File: src/rtl/word_serializer.sv
// word_serializer: parallel word in, LSB-first serial bits out, ready/valid on both sides.
// Define WORD_SERIALIZER_PARITY_EN to append one even-parity beat after the data bits.
module word_serializer #(
  parameter int W  = 8,
  parameter int ID = 0
) (
  input  logic         clk,
  input  logic         rst,
  input  logic         in_valid,
  output logic         in_ready,
  input  logic [W-1:0] in_data,
  output logic         out_valid,
  input  logic         out_ready,
  output logic         out_bit,
  output logic         out_last,
  output logic         busy
);

`ifdef WORD_SERIALIZER_PARITY_EN
  localparam int N = W + 1;
`else
  localparam int N = W;
`endif

  localparam int CW_RAW = $clog2(N + 1);
  // ID is an instance tag only; the second term is always zero.
  localparam int CW = ((CW_RAW < 1) ? 1 : CW_RAW) + ((ID == ID) ? 0 : 1);
  localparam logic [CW-1:0] LAST_CNT = CW'(N - 1);
  localparam logic [CW-1:0] ZERO_CNT = {CW{1'b0}};

  localparam logic [0:0] ST_IDLE  = 1'b0;
  localparam logic [0:0] ST_SHIFT = 1'b1;

  logic [0:0]    state_r;
  logic [0:0]    state_nxt_s;
  logic [N-1:0]  shreg_r;
  logic [N-1:0]  shreg_nxt_s;
  logic [CW-1:0] cnt_r;
  logic [CW-1:0] cnt_nxt_s;
  logic          last_r;
  logic          last_nxt_s;
  logic [N-1:0]  load_s;
  logic          beat_s;
  logic          final_s;
  logic          accept_s;

`ifdef WORD_SERIALIZER_PARITY_EN
  function automatic logic even_parity(input logic [W-1:0] d);
    even_parity = ^d;
  endfunction

  // The parity bit rides in the top of the shift register and falls out as the last beat.
  assign load_s = {even_parity(in_data), in_data};
`else
  assign load_s = in_data;
`endif

  // Handshake decode from the current state.
  always_comb begin
    in_ready = 1'b0;
    beat_s   = 1'b0;
    case (state_r)
      ST_IDLE: begin
        in_ready = 1'b1;
        beat_s   = 1'b0;
      end
      ST_SHIFT: begin
        beat_s   = out_ready;
        in_ready = out_ready && last_r;
      end
      default: begin
        in_ready = 1'b1;
        beat_s   = 1'b0;
      end
    endcase
  end

  assign final_s  = beat_s && last_r;
  assign accept_s = in_valid && in_ready;

  // Next-state: acceptance wins over the final beat so frames chain without a gap.
  always_comb begin
    state_nxt_s = state_r;
    shreg_nxt_s = shreg_r;
    cnt_nxt_s   = cnt_r;
    last_nxt_s  = last_r;
    if (accept_s) begin
      state_nxt_s = ST_SHIFT;
      shreg_nxt_s = load_s;
      cnt_nxt_s   = ZERO_CNT;
      last_nxt_s  = (LAST_CNT == ZERO_CNT);
    end else if (final_s) begin
      state_nxt_s = ST_IDLE;
      shreg_nxt_s = {N{1'b0}};
      cnt_nxt_s   = ZERO_CNT;
      last_nxt_s  = 1'b0;
    end else if (beat_s) begin
      state_nxt_s = ST_SHIFT;
      shreg_nxt_s = shreg_r >> 1;
      cnt_nxt_s   = cnt_r + CW'(1);
      last_nxt_s  = ((cnt_r + CW'(1)) == LAST_CNT);
    end else begin
      state_nxt_s = state_r;
      shreg_nxt_s = shreg_r;
      cnt_nxt_s   = cnt_r;
      last_nxt_s  = last_r;
    end
  end

  // State registers; reset drops any frame in flight.
  always_ff @(posedge clk or posedge rst) begin
    if (rst) begin
      state_r <= ST_IDLE;
      shreg_r <= {N{1'b0}};
      cnt_r   <= ZERO_CNT;
      last_r  <= 1'b0;
    end else begin
      state_r <= state_nxt_s;
      shreg_r <= shreg_nxt_s;
      cnt_r   <= cnt_nxt_s;
      last_r  <= last_nxt_s;
    end
  end

  assign out_valid = (state_r == ST_SHIFT);
  assign busy      = (state_r == ST_SHIFT);
  assign out_bit   = shreg_r[0];
  assign out_last  = last_r;

endmodule

File: config.mk
export PLATFORM = sky130hd
export DESIGN_NAME = word_serializer
export DESIGN_NICKNAME = d
export VERILOG_FILES = /design/src/rtl/word_serializer.sv
export SDC_FILE = /design/constraint.sdc
export NUM_CORES = 1
export LEC_CHECK = 0
export BUFFER_PORTS_ARGS = -buffer_cell sky130_fd_sc_hd__buf_2
export CAP_MARGIN = 15
export CORE_ASPECT_RATIO = 1.25
export CORE_UTILIZATION = 40
export CTS_CLUSTER_SIZE = 25
export DETAILED_ROUTE_END_ITERATION = 6
export PLACE_DENSITY = 0.65
export SKIP_LAST_GASP = 1
export SYNTH_ARGS = -nofsm -noshare
export SYNTH_HDL_FRONTEND = slang
export SYNTH_SLANG_ARGS = --single-unit
File: constraint.sdc
create_clock -name clk -period 1.8 [get_ports clk]
set_clock_uncertainty 0.2 [all_clocks]
set_input_delay 0.36 -clock clk [delete_from_list [all_inputs] [get_ports clk]]
set_output_delay 0.36 -clock clk [all_outputs]
set_load 0.1 [all_outputs]
Yosys cells after proc, flatten, opt, wreduce, memory -nomap -nowiden:

Cells that the tools add are included.

* word-level logic and storage cells: 25
* output and inout bits: 5
* register bits: 14
* bits of input ports: 12

* add/subtract/negate cells: 1
* reductions and logical operators: 4
* bitwise gates (word level): 1
* equal/unequal tests: 1
* muxes and demuxes: 14

Operator list (number)
* 2-to-1 mux 8 bit: 3
* 2-to-1 mux 4 bit: 3
* 2-to-1 mux 1 bit: 6
* adder 4 x 1 -> 4 bit (second input constant): 1
* equality test 4 x 3 -> 1 bit (second input constant): 1
* case mux 1 bit (2 select lines): 2
* logical AND 1 bit: 3
* nonzero test 3 bit: 1
* NOT 1 bit: 1

Depth between registers and ports, before layout:

Gate-level depths: netlist of run 1.

* word-level depth: 5
* depth in mapped cells: 5
* mapped depth without buffers: 5

Worst setup path after synthesis of run 1:

No wires, ideal clock.

* kind: reg2reg
* start: register state_r, in the netlist busy
* end: register shreg_r[0]
* slack: -0.438 ns
* data required time: 1.481 ns
* stages on the path, launching flop included: 5
* arrival time: 1.919 ns
* cells stage by stage: dfrtp_1 a21bo_1 buf_6 a221o_1 o21a_1

* elaborated cells between the ends (all ways): 8
* those cells by class: mux: 4; bitwise: 1; reduce/logical: 3

RTL lines
* start: declaration: RTL line 34 `logic [0:0] state_r;`
* start signal: assignment: RTL line 118 `state_r <= state_nxt_s;`
* NOT 1 bit: RTL line 62 `case (state_r)`
* case mux 1 bit (2 select lines) (*): RTL line 62
* named net in_ready: RTL line 10 `output logic in_ready,`
* logical AND 1 bit (*): RTL line 79 `assign accept_s = in_valid && in_ready;`
* nonzero test 3 bit (no source line) / 2-to-1 mux 8 bit (equally long branches)
* end signal: assignment: RTL line 114 `shreg_r <= {N{1'b0}};`
* end signal: assignment: RTL line 119 `shreg_r <= shreg_nxt_s;`
* end: declaration: RTL line 36 `logic [N-1:0] shreg_r;`

The timed path passes the listed nets; every way through them passes the cells marked *.
A chain may end at the register's enable or synchronous reset.

Worst setup path after layout of run 1:

* start: register state_r, in the netlist busy
* end: output port in_ready

* longest elaborated chain between the ends: 2

Ends and longest elaborated chain (RTL line)
* NOT 1 bit: 62
* case mux 1 bit (2 select lines) (*): 62
* end: declaration: 10

Every way passes the cells marked *; elsewhere a longest branch is shown, timed or not.

==> reports/metrics.yaml, run 1 <==
num_vias: 646
wl_per_cell_um: 15.0
pwr-share-seq_pct: 32.9
muxShareOfSynthArea_pct: 4.98
hold_depth: 2
rsz0062_at_grt: "no"
hold_ws_ps: 83.2
die_h_um: 52.9
synthXorXnorAreaFrac_pct: 2.11
ir_worst_vdd_uv: 712
synth_edf_count: 0
status: "finished clean"
layout_min_cycle_time_ps: 1720
syn-cell-area_um2: 828
setup_violations: 0
place_congestion: 0.688
avgSynthCellArea_um2: 10.9
port-buffer-count: 16
fin_cells: 115
drc: 0
pwr_density_cell_nw_per_um2: 1500
cp.arrival_ps: 1160
worst-path-max-fanout: 4
areaGrowthSynthToFinish_pct: 26.0
numCtsBuffers: 3
synthArstFlopShare_pct: 100
mostFrequentLayoutCells: "dfrtp_1 (12), buf_2 (12), and4b_1 (7), a221o_1 (7), o21a_1 (7)"
fin_crit_sh_pct: 95.4
cp.required_ps: 1240
antenna_found_initial: 0
cts_sinks: 14
pwr-share-clk_pct: 14.7
synthesis.nets: 90
clkTransAtPathRegs_ps: 90
ios: 17
grt_pass1_wl_um: 2850
power.switching_uw: 638
slew-limit-headroom_pct: 63.4
synthAdderAreaFrac_pct: 3.02
place_ws_ps: 148
cap_violations: 0
synthCells: 76
synth_flop_cell: "dfrtp_1"
ant_nets: 0
startpoint_type: "flop"
tritoncts: "yes"
synth-simple-area-share_pct: 20.2
tightest_slew_ps: 548
sw_frac_of_total_pct: 40.7
num_rows: 18
gr-total-overflow: 0
path_cells: "a21bo_4 > buf_12"
worstSetupEndpointType: "output pin"
cts_buffer_depth: 2
leakage_uw: 0.000519
dr.first_iter.drc_count: 6
fin_util_pct: 53.3
slowest_stage: "dfrtp_4"
htree_levels: 1
start_util_pct: 42.3
p_comb_share_pct: 52.4
yosysWarnings: 0
antenna_cells: 0
finalMaxSlewViolations: 0
grt_start_max_net_pins: 18
synth_seq_cells: 14
wl_um: 1720
die_w_um: 42.7
intPower_uw: 931
die_area_um2: 2260
drive_gt1_share_pct: 32.6
clock_latency_ps: 280
synth-compound-area-share_pct: 21.5
root_buffer: "clkbuf_4"
path_class: "reg2out"
drt_first_pass_iters: 3
fin_nets: 110
hold_path.class: "in2reg"
cpPeakStageDelay_ps: 480
ff2ff_path_depth: 4
layout_setup_ws_ps: 83.4
max_freq_mhz: 583
fin_tns_setup_ps: 0
detail_route.vias_per_cell: 5.62
yosysSeqAreaShare_pct: 42.3
synth_top_family_by_area: "compound AO/OA/AOI/OAI gates"
synth_cell_types: 28
hold_viol_final: 0
place_inst: 109
grt_use_total_pct: 17.6
core_um2: 1960
grt_pass1_vias: 629
## critical path, delay by kind of cell (launching register included)
kind / cells / cell delay (ps)
AOI/OAI and AO/OA: 1 / 220
buffers and inverters: 1 / 180
DFF: 1 / 480
## Yosys cell counts, types with 2 or more instances
cell type / count / area share, %
nor2b_1: 2 / 1.5
and4b_1: 7 / 8.5
nand2_2: 2 / 1.5
nor2_1: 2 / 0.91
a221o_1: 7 / 8.5
o21ai_0: 2 / 1.2
ha_1: 2 / 3.0
o21a_1: 7 / 6.3
nand2_1: 5 / 2.3
inv_1: 3 / 1.4
mux2i_1: 3 / 3.6
a22o_1: 2 / 2.1
nand2b_1: 2 / 1.5
dfrtp_1: 14 / 42
buf_2: 3 / 1.8
## layer usage
metal | GRT usage (%) | wire [µm]
met3 | 2.05 | 37
met4 | 9.90 | 13
met5 | 0 | 0
met1 | 20.2 | 709
met2 | 31.3 | 963
## worst paths after layout
path / from / to / slack [ps]
worst max-delay path: busy$_DFFE_PP0P_ / in_ready / 80
worst min register to register: shreg_r[7]$_DFFE_PP0P_ / shreg_r[7]$_DFFE_PP0P_ / 370
max in group asynchronous: rst / busy$_DFFE_PP0P_ / 540
worst max register to register: busy$_DFFE_PP0P_ / cnt_r[2]$_DFFE_PP0P_ / 180
worst min-delay path: in_data[4] / shreg_r[4]$_DFFE_PP0P_ / 80
min in group asynchronous: rst / shreg_r[4]$_DFFE_PP0P_ / 450
## sequential cells by signal, summed over array words and instances, names as in the netlist
signal	flops
busy	1
out_last	1
shreg_r	8
cnt_r	4
## timing repair
action	4_1_cts	5_1_grt
endpoints found under the hold margin	14	0
setup buffers	0	1
resized for setup	2	0
setup endpoints to repair	1	1
hold buffers	1	0
## logic make-up after synthesis
| logic type | after synthesis |
|---|---|
| simple gates | 24 |
| fa+ha+maj | 2 |
| compound gates | 21 |
| mux | 4 |
| buf+inv | 9 |
| flops | 14 |
| xor+xnor | 2 |
## power by group through the flow
stage	Sequential [µW]	Combinational, µW	Clock, µW
floorplan	621	523	0
global placement	514	786	0
detailed placement	520	811	0
CTS	517	822	235
global route	530	891	249
finish	516	822	231
## layout make-up
cell class / instances / area (µm²)
clock buffers: 4 / 36.3
fillers: 184 / 916
inverters: 3 / 11.3
multi-input cells: 53 / 435
flip-flops and latches: 14 / 355
well taps: 20 / 25.0
repair buffers: 21 / 180
## through the flow
step / total power, µW / cell area (µm²)
after floorplan: 1140 / 842
after global placement: 1300 / 983
after detailed placement: 1330 / 983
after CTS: 1570 / 1040
after global routing: 1670 / 1040
final: 1570 / 1040
No activity file was read; power rests on OpenSTA's default activity.
==> run 2, diff against run 1 <==
--- a/config.mk
+++ b/config.mk
@@ -5,13 +5,14 @@
 export SDC_FILE = /design/constraint.sdc
 export NUM_CORES = 1
 export LEC_CHECK = 0
+export ABC_AREA = 1
 export BUFFER_PORTS_ARGS = -buffer_cell sky130_fd_sc_hd__buf_2
 export CAP_MARGIN = 15
 export CORE_ASPECT_RATIO = 1.25
 export CORE_UTILIZATION = 40
 export CTS_CLUSTER_SIZE = 25
 export DETAILED_ROUTE_END_ITERATION = 6
-export PLACE_DENSITY = 0.65
+export PLACE_DENSITY = 0.66
 export SKIP_LAST_GASP = 1
 export SYNTH_ARGS = -nofsm -noshare
 export SYNTH_HDL_FRONTEND = slang
==> run 2 against run 1 <==
Sequential power grew 0.8%. Setup slack is essentially flat. Core utilization grew 2.3 points. Via count shrank 1.7%. Combinational power shrank 30%. Fmax is essentially flat. Global-route usage shrank 1.0 points. Count of clock-buffer cells in the layout is the same. Critical path type unchanged. Largest cell class is now sequential cells. Highest routed layer unchanged.
==> reports/metrics.yaml, run 2 <==
status: "finished clean"
ir_worst_vdd_uv: 741
totalPowerFinal_uw: 1320
largest_reg_flops: 8
wl_per_cell_um: 9.94
cpLargestDelayFamily: "flip-flops"
grt_pass1_wl_um: 2260
synthArstFlopShare_pct: 100
routed-wl-met2_um: 612
setup_violations: 0
cap_violations: 0
synth_edf_count: 0
antenna_cells: 0
synth_flop_cell: "dfrtp_1"
regMostFlops: "shreg_r"
num_vias: 635
clock_latency_ps: 280
worst-path-max-fanout: 5
wl_met3_um: 37
yosysMostFrequentCell: "nand2_1"
grt_use_total_pct: 16.6
cpPeakStageDelay_ps: 450
numCtsBuffers: 3
fin_cells: 134
tightest_slew_ps: 527
slowest_stage: "dfrtp_4"
synthesis.nets: 111
cts_buffer_depth: 2
place_congestion: 0.781
synth_area_leaders: "dfrtp_1 (49%), nand2_1 (23%), nand3_1 (7.6%)"
cts_sinks: 14
ys_top_cells_by_count: "nand2_1 (44), dfrtp_1 (14), nand3_1 (11), inv_1 (10), o21ai_1 (8)"
syn-cell-area_um2: 721
cp.required_ps: 1240
detail_route.vias_per_cell: 4.74
drt_first_pass_iters: 4
synth_cell_types: 12
hold_viol_final: 0
dr.first_iter.drc_count: 12
synth_area_leader_cell: "dfrtp_1"
port-buffer-count: 16
drc: 0
pwr_density_cell_nw_per_um2: 1470
max_freq_mhz: 582
die_w_um: 40.0
fillers: 150
num_rows: 16
fin_nets: 131
drive_gt1_share_pct: 24.1
slew-limit-headroom_pct: 64.8
antenna_found_initial: 0
path_cells: "buf_2"
clkTransAtPathRegs_ps: 90
wl_met1_um: 669
path_class: "reg2out"
leakage_uw: 0.000521
wl_um: 1330
worstSetupEndpointType: "output pin"
hpwl_um: 1020
r2r_slack_ps: 200
top_regs: "shreg_r (8), cnt_r (4)"
synth_seq_cells: 14
die_h_um: 49.5
root_buffer: "clkbuf_4"
htree_levels: 1
yosysWarnings: 0
place_inst: 129
die_area_um2: 1980
final_common_cell: "nand2_1"
avgSynthCellArea_um2: 7.43
core_um2: 1620
tritoncts: "yes"
grt_start_max_net_pins: 15
startpoint_type: "flop"
rsz0062_at_grt: "no"
grt_pass1_vias: 534
synthCells: 97
highest_layer: "met4"
cp.arrival_ps: 1160
start_util_pct: 44.4
fin_tns_setup_ps: 0
finalMaxSlewViolations: 0
gr-total-overflow: 0
mostFrequentLayoutCells: "nand2_1 (43), buf_2 (13), dfrtp_1 (12)"
fin_crit_sh_pct: 95.4
layout_min_cycle_time_ps: 1720
hold_path.class: "in2reg"
ant_nets: 0
synth_top_area_share_pct: 48.6
areaGrowthSynthToFinish_pct: 25.0
yosysSeqAreaShare_pct: 48.6
postCtsSetupBuffers: 0
ios: 17
path_buf_inv: 1
-- run 2: cells by family after synthesis --
kind of cell / synth area share [%]
and+or+nand+nor: 34.9
DFF: 48.6
buffers and inverters: 7.47
AOI/OAI and AO/OA: 5.56
adders and majority gates: 3.47
-- run 2: final cells by class --
| class | count | area, µm² | share of cell area (%) |
|---|---|---|---|
| Sequential cell | 14 | 358 | 39.7 |
| Multi-Input combinational cell | 70 | 333 | 36.9 |
| Timing Repair Buffer | 17 | 110 | 12.2 |
| Inverter | 11 | 41.3 | 4.58 |
| Clock buffer | 4 | 36.3 | 4.03 |
| Tap cell | 18 | 22.5 | 2.50 |
-- run 2: final timing paths --
check | startpoint | to | cells past startpoint
max | out_last$_DFFE_PP0P_ | out_last | 1
min | in_data[5] | shreg_r[5]$_DFFE_PP0P_ | 3
max reg2reg | out_last$_DFFE_PP0P_ | shreg_r[4]$_DFFE_PP0P_ | 7
min reg2reg | shreg_r[3]$_DFFE_PP0P_ | shreg_r[3]$_DFFE_PP0P_ | 2
max in group asynchronous | rst | busy$_DFFE_PP0P_ | 3
min in group asynchronous | rst | shreg_r[4]$_DFFE_PP0P_ | 3
-- run 2: where the power goes --
group | total [µW] | switching, µW | internal (µW) | leakage [µW]
clock network | 226 | 103 | 123 | 0.0000210
registers | 520 | 89.1 | 431 | 0.000180
logic | 577 | 401 | 176 | 0.000320
-- run 2: repair_timing --
| item | in CTS | in global routing |
|---|---|---|
| endpoints found under the setup margin | 0 | 2 |
| hold buffers | 1 | 0 |
| endpoints found under the hold margin | 14 | 0 |
| resized for setup | 0 | 2 |
-- run 2: through the flow --
| stage | area (µm²) | util [%] | setup slack [ps] | hold WS (ps) |
|---|---|---|---|---|
| floorplan | 744 | - | 44.7 | 49.3 |
| global placement | 850 | 52.4 | 232 | 234 |
| detailed placement | 850 | 52.4 | 202 | 231 |
| CTS | 896 | 55.2 | 36.1 | 84.5 |
| global route | 901 | 55.6 | 23.9 | 77.2 |
| finish | 901 | 55.6 | 82.9 | 89.3 |
-- run 2: routing by layer --
metal / track usage, % / vias to the layer above
met5: 0 / -
met4: 8.62 / 0
met3: 4.05 / 2
met2: 21.2 / 13
met1: 25.2 / 278
li1: - / 342
==> run 3, diff against run 2 <==
--- a/config.mk
+++ b/config.mk
@@ -13,7 +13,9 @@
 export CTS_CLUSTER_SIZE = 25
 export DETAILED_ROUTE_END_ITERATION = 6
 export PLACE_DENSITY = 0.66
+export SETUP_SLACK_MARGIN = 0.5
 export SKIP_LAST_GASP = 1
+export SLEW_MARGIN = 40
 export SYNTH_ARGS = -nofsm -noshare
 export SYNTH_HDL_FRONTEND = slang
 export SYNTH_SLANG_ARGS = --single-unit
==> run 3 against run 2 <==
The run now ends with negative hold slack left. First-iteration DRC count is the same. Die area did not move. Non-clock buffer count increased by 6. Routed wire length is 28% higher. Fmax is 4.1% higher.
==> reports/metrics.yaml, run 3 (synthesis results as in run 2) <==
htree_levels: 1
dr.first_iter.drc_count: 12
worst-path-max-fanout: 3
num_vias: 704
hold_path.class: "in2async"
drt_first_pass_iters: 4
antenna_cells: 0
cp.required_ps: 1240
top_regs: "shreg_r (8), cnt_r (4)"
grt_pass1_vias: 669
pwr_density_cell_nw_per_um2: 1390
drc: 0
hpwl_um: 1110
hold_viol_final: 14
largest_reg_flops: 8
antenna_found_initial: 0
fin_nets: 140
rr_startpoint: "out_last$_DFFE_PP0P_"
grt_pass1_wl_um: 2770
rsz0062_at_grt: "yes"
place_congestion: 0.743
layout_min_cycle_time_ps: 1650
fin_tns_setup_ps: 0
regMostFlops: "shreg_r"
die_area_um2: 1980
fin_util_pct: 68.0
startpoint_type: "flop"
final_common_cell: "nand2_1"
leakage_uw: 0.000585
setup_violations: 0
worstSetupStartpoint: "out_last$_DFFE_PP0P_"
tightest_slew_ps: 559
path_class: "reg2out"
ir_worst_vdd_uv: 849
max_freq_mhz: 607
clock_latency_ps: 290
fin_crit_sh_pct: 91.6
grt_start_max_net_pins: 15
ios: 17
hold_ws_ps: -104
tritoncts: "yes"
cp.arrival_ps: 1090
gr-total-overflow: 0
root_buffer: "clkbuf_4"
die_h_um: 49.5
ant_nets: 0
slew-limit-headroom_pct: 62.7
cts_buffer_depth: 2
cap_violations: 0
core_um2: 1620
finalMaxSlewViolations: 0
violations: "negative hold slack"
grt_use_total_pct: 20.4
port-buffer-count: 16
detail_route.vias_per_cell: 4.92
wl_per_cell_um: 11.9
areaGrowthSynthToFinish_pct: 53.0
mostFrequentLayoutCells: "nand2_1 (32), dfrtp_1 (11), buf_2 (11)"
numCtsBuffers: 3
die_w_um: 40.0
status: "complete, but fails checks"
wl_um: 1710
start_util_pct: 44.4
cts_sinks: 14
drive_gt1_share_pct: 44.8
num_rows: 16
worstSetupEndpointType: "output pin"
clkTransAtPathRegs_ps: 90
run 3: cell types whose count changed in the layout (fill, tap and decap cells not counted), sizes merged:
cell,before,now
nand2,47,48
clkbuf,6,4
buf,14,23
dlygate4sd3,1,0
nor2,1,2
inv,11,12
run 3: stage by stage:
| stage | total power, µW | area (µm²) | hold WS (ps) | instances | setup WS (ps) |
|---|---|---|---|---|---|
| finish | 1530 | 1100 | -104 | 143 | 151 |
| global route | 1640 | 1100 | -56.1 | 143 | 122 |
| floorplan | 992 | 764 | 49.2 | 97 | 158 |
| detailed placement | 1120 | 863 | 229 | 129 | 326 |
| CTS | 1470 | 1050 | -93.6 | 141 | 123 |
| global placement | 1110 | 863 | 222 | 129 | 356 |
run 3: layout make-up:
cell class | count | area, µm²
inverter | 11 | 48.8
sequential | 14 | 359
timing repair buffer | 23 | 176
timing repair inverter | 1 | 8.76
tap | 18 | 22.5
clock buffer | 4 | 26.3
fill | 126 | 519
multi-input combinational | 72 | 460
run 3: worst paths after layout:
path                                           to  slack, ps  cells after the start
min                        shreg_r[5]$_DFFE_PP0P_       -100                      2
min reg2reg                shreg_r[1]$_DFFE_PP0P_        290                      2
max reg2reg                shreg_r[6]$_DFFE_PP0P_        240                      9
min in group clk           shreg_r[1]$_DFFE_PP0P_         70                      3
max in group asynchronous    out_last$_DFFE_PP0P_       1070                      2
max                                      in_ready        150                      3
run 3: repair_timing:
action                     4_1_cts  5_1_grt
buffers inserted                 5        2
setup endpoints to repair       18       19
resized for setup               23       14
pin swaps                        8        6
cloned                           3        0
hold endpoints to repair        14       14
run 3: report_power, final:
group | internal (µW) | switching [µW] | total [µW]
logic | 298 | 512 | 809
clock network | 86.3 | 108 | 194
registers | 432 | 95.4 | 528
total | 817 | 715 | 1530
run 3: per-layer routing:
| metal | share of wire, % | global-route usage [%] |
|---|---|---|
| met5 | 0 | 0 |
| met1 | 41 | 25.4 |
| met3 | 3.7 | 4.05 |
| met4 | 2.2 | 8.62 |
| met2 | 53 | 32.8 |
run 3: critical path, stage by stage (launching register included):
cell and delay (ps):
dfrtp_4 500, nand2_4 90, nand2_8 50, buf_12 160
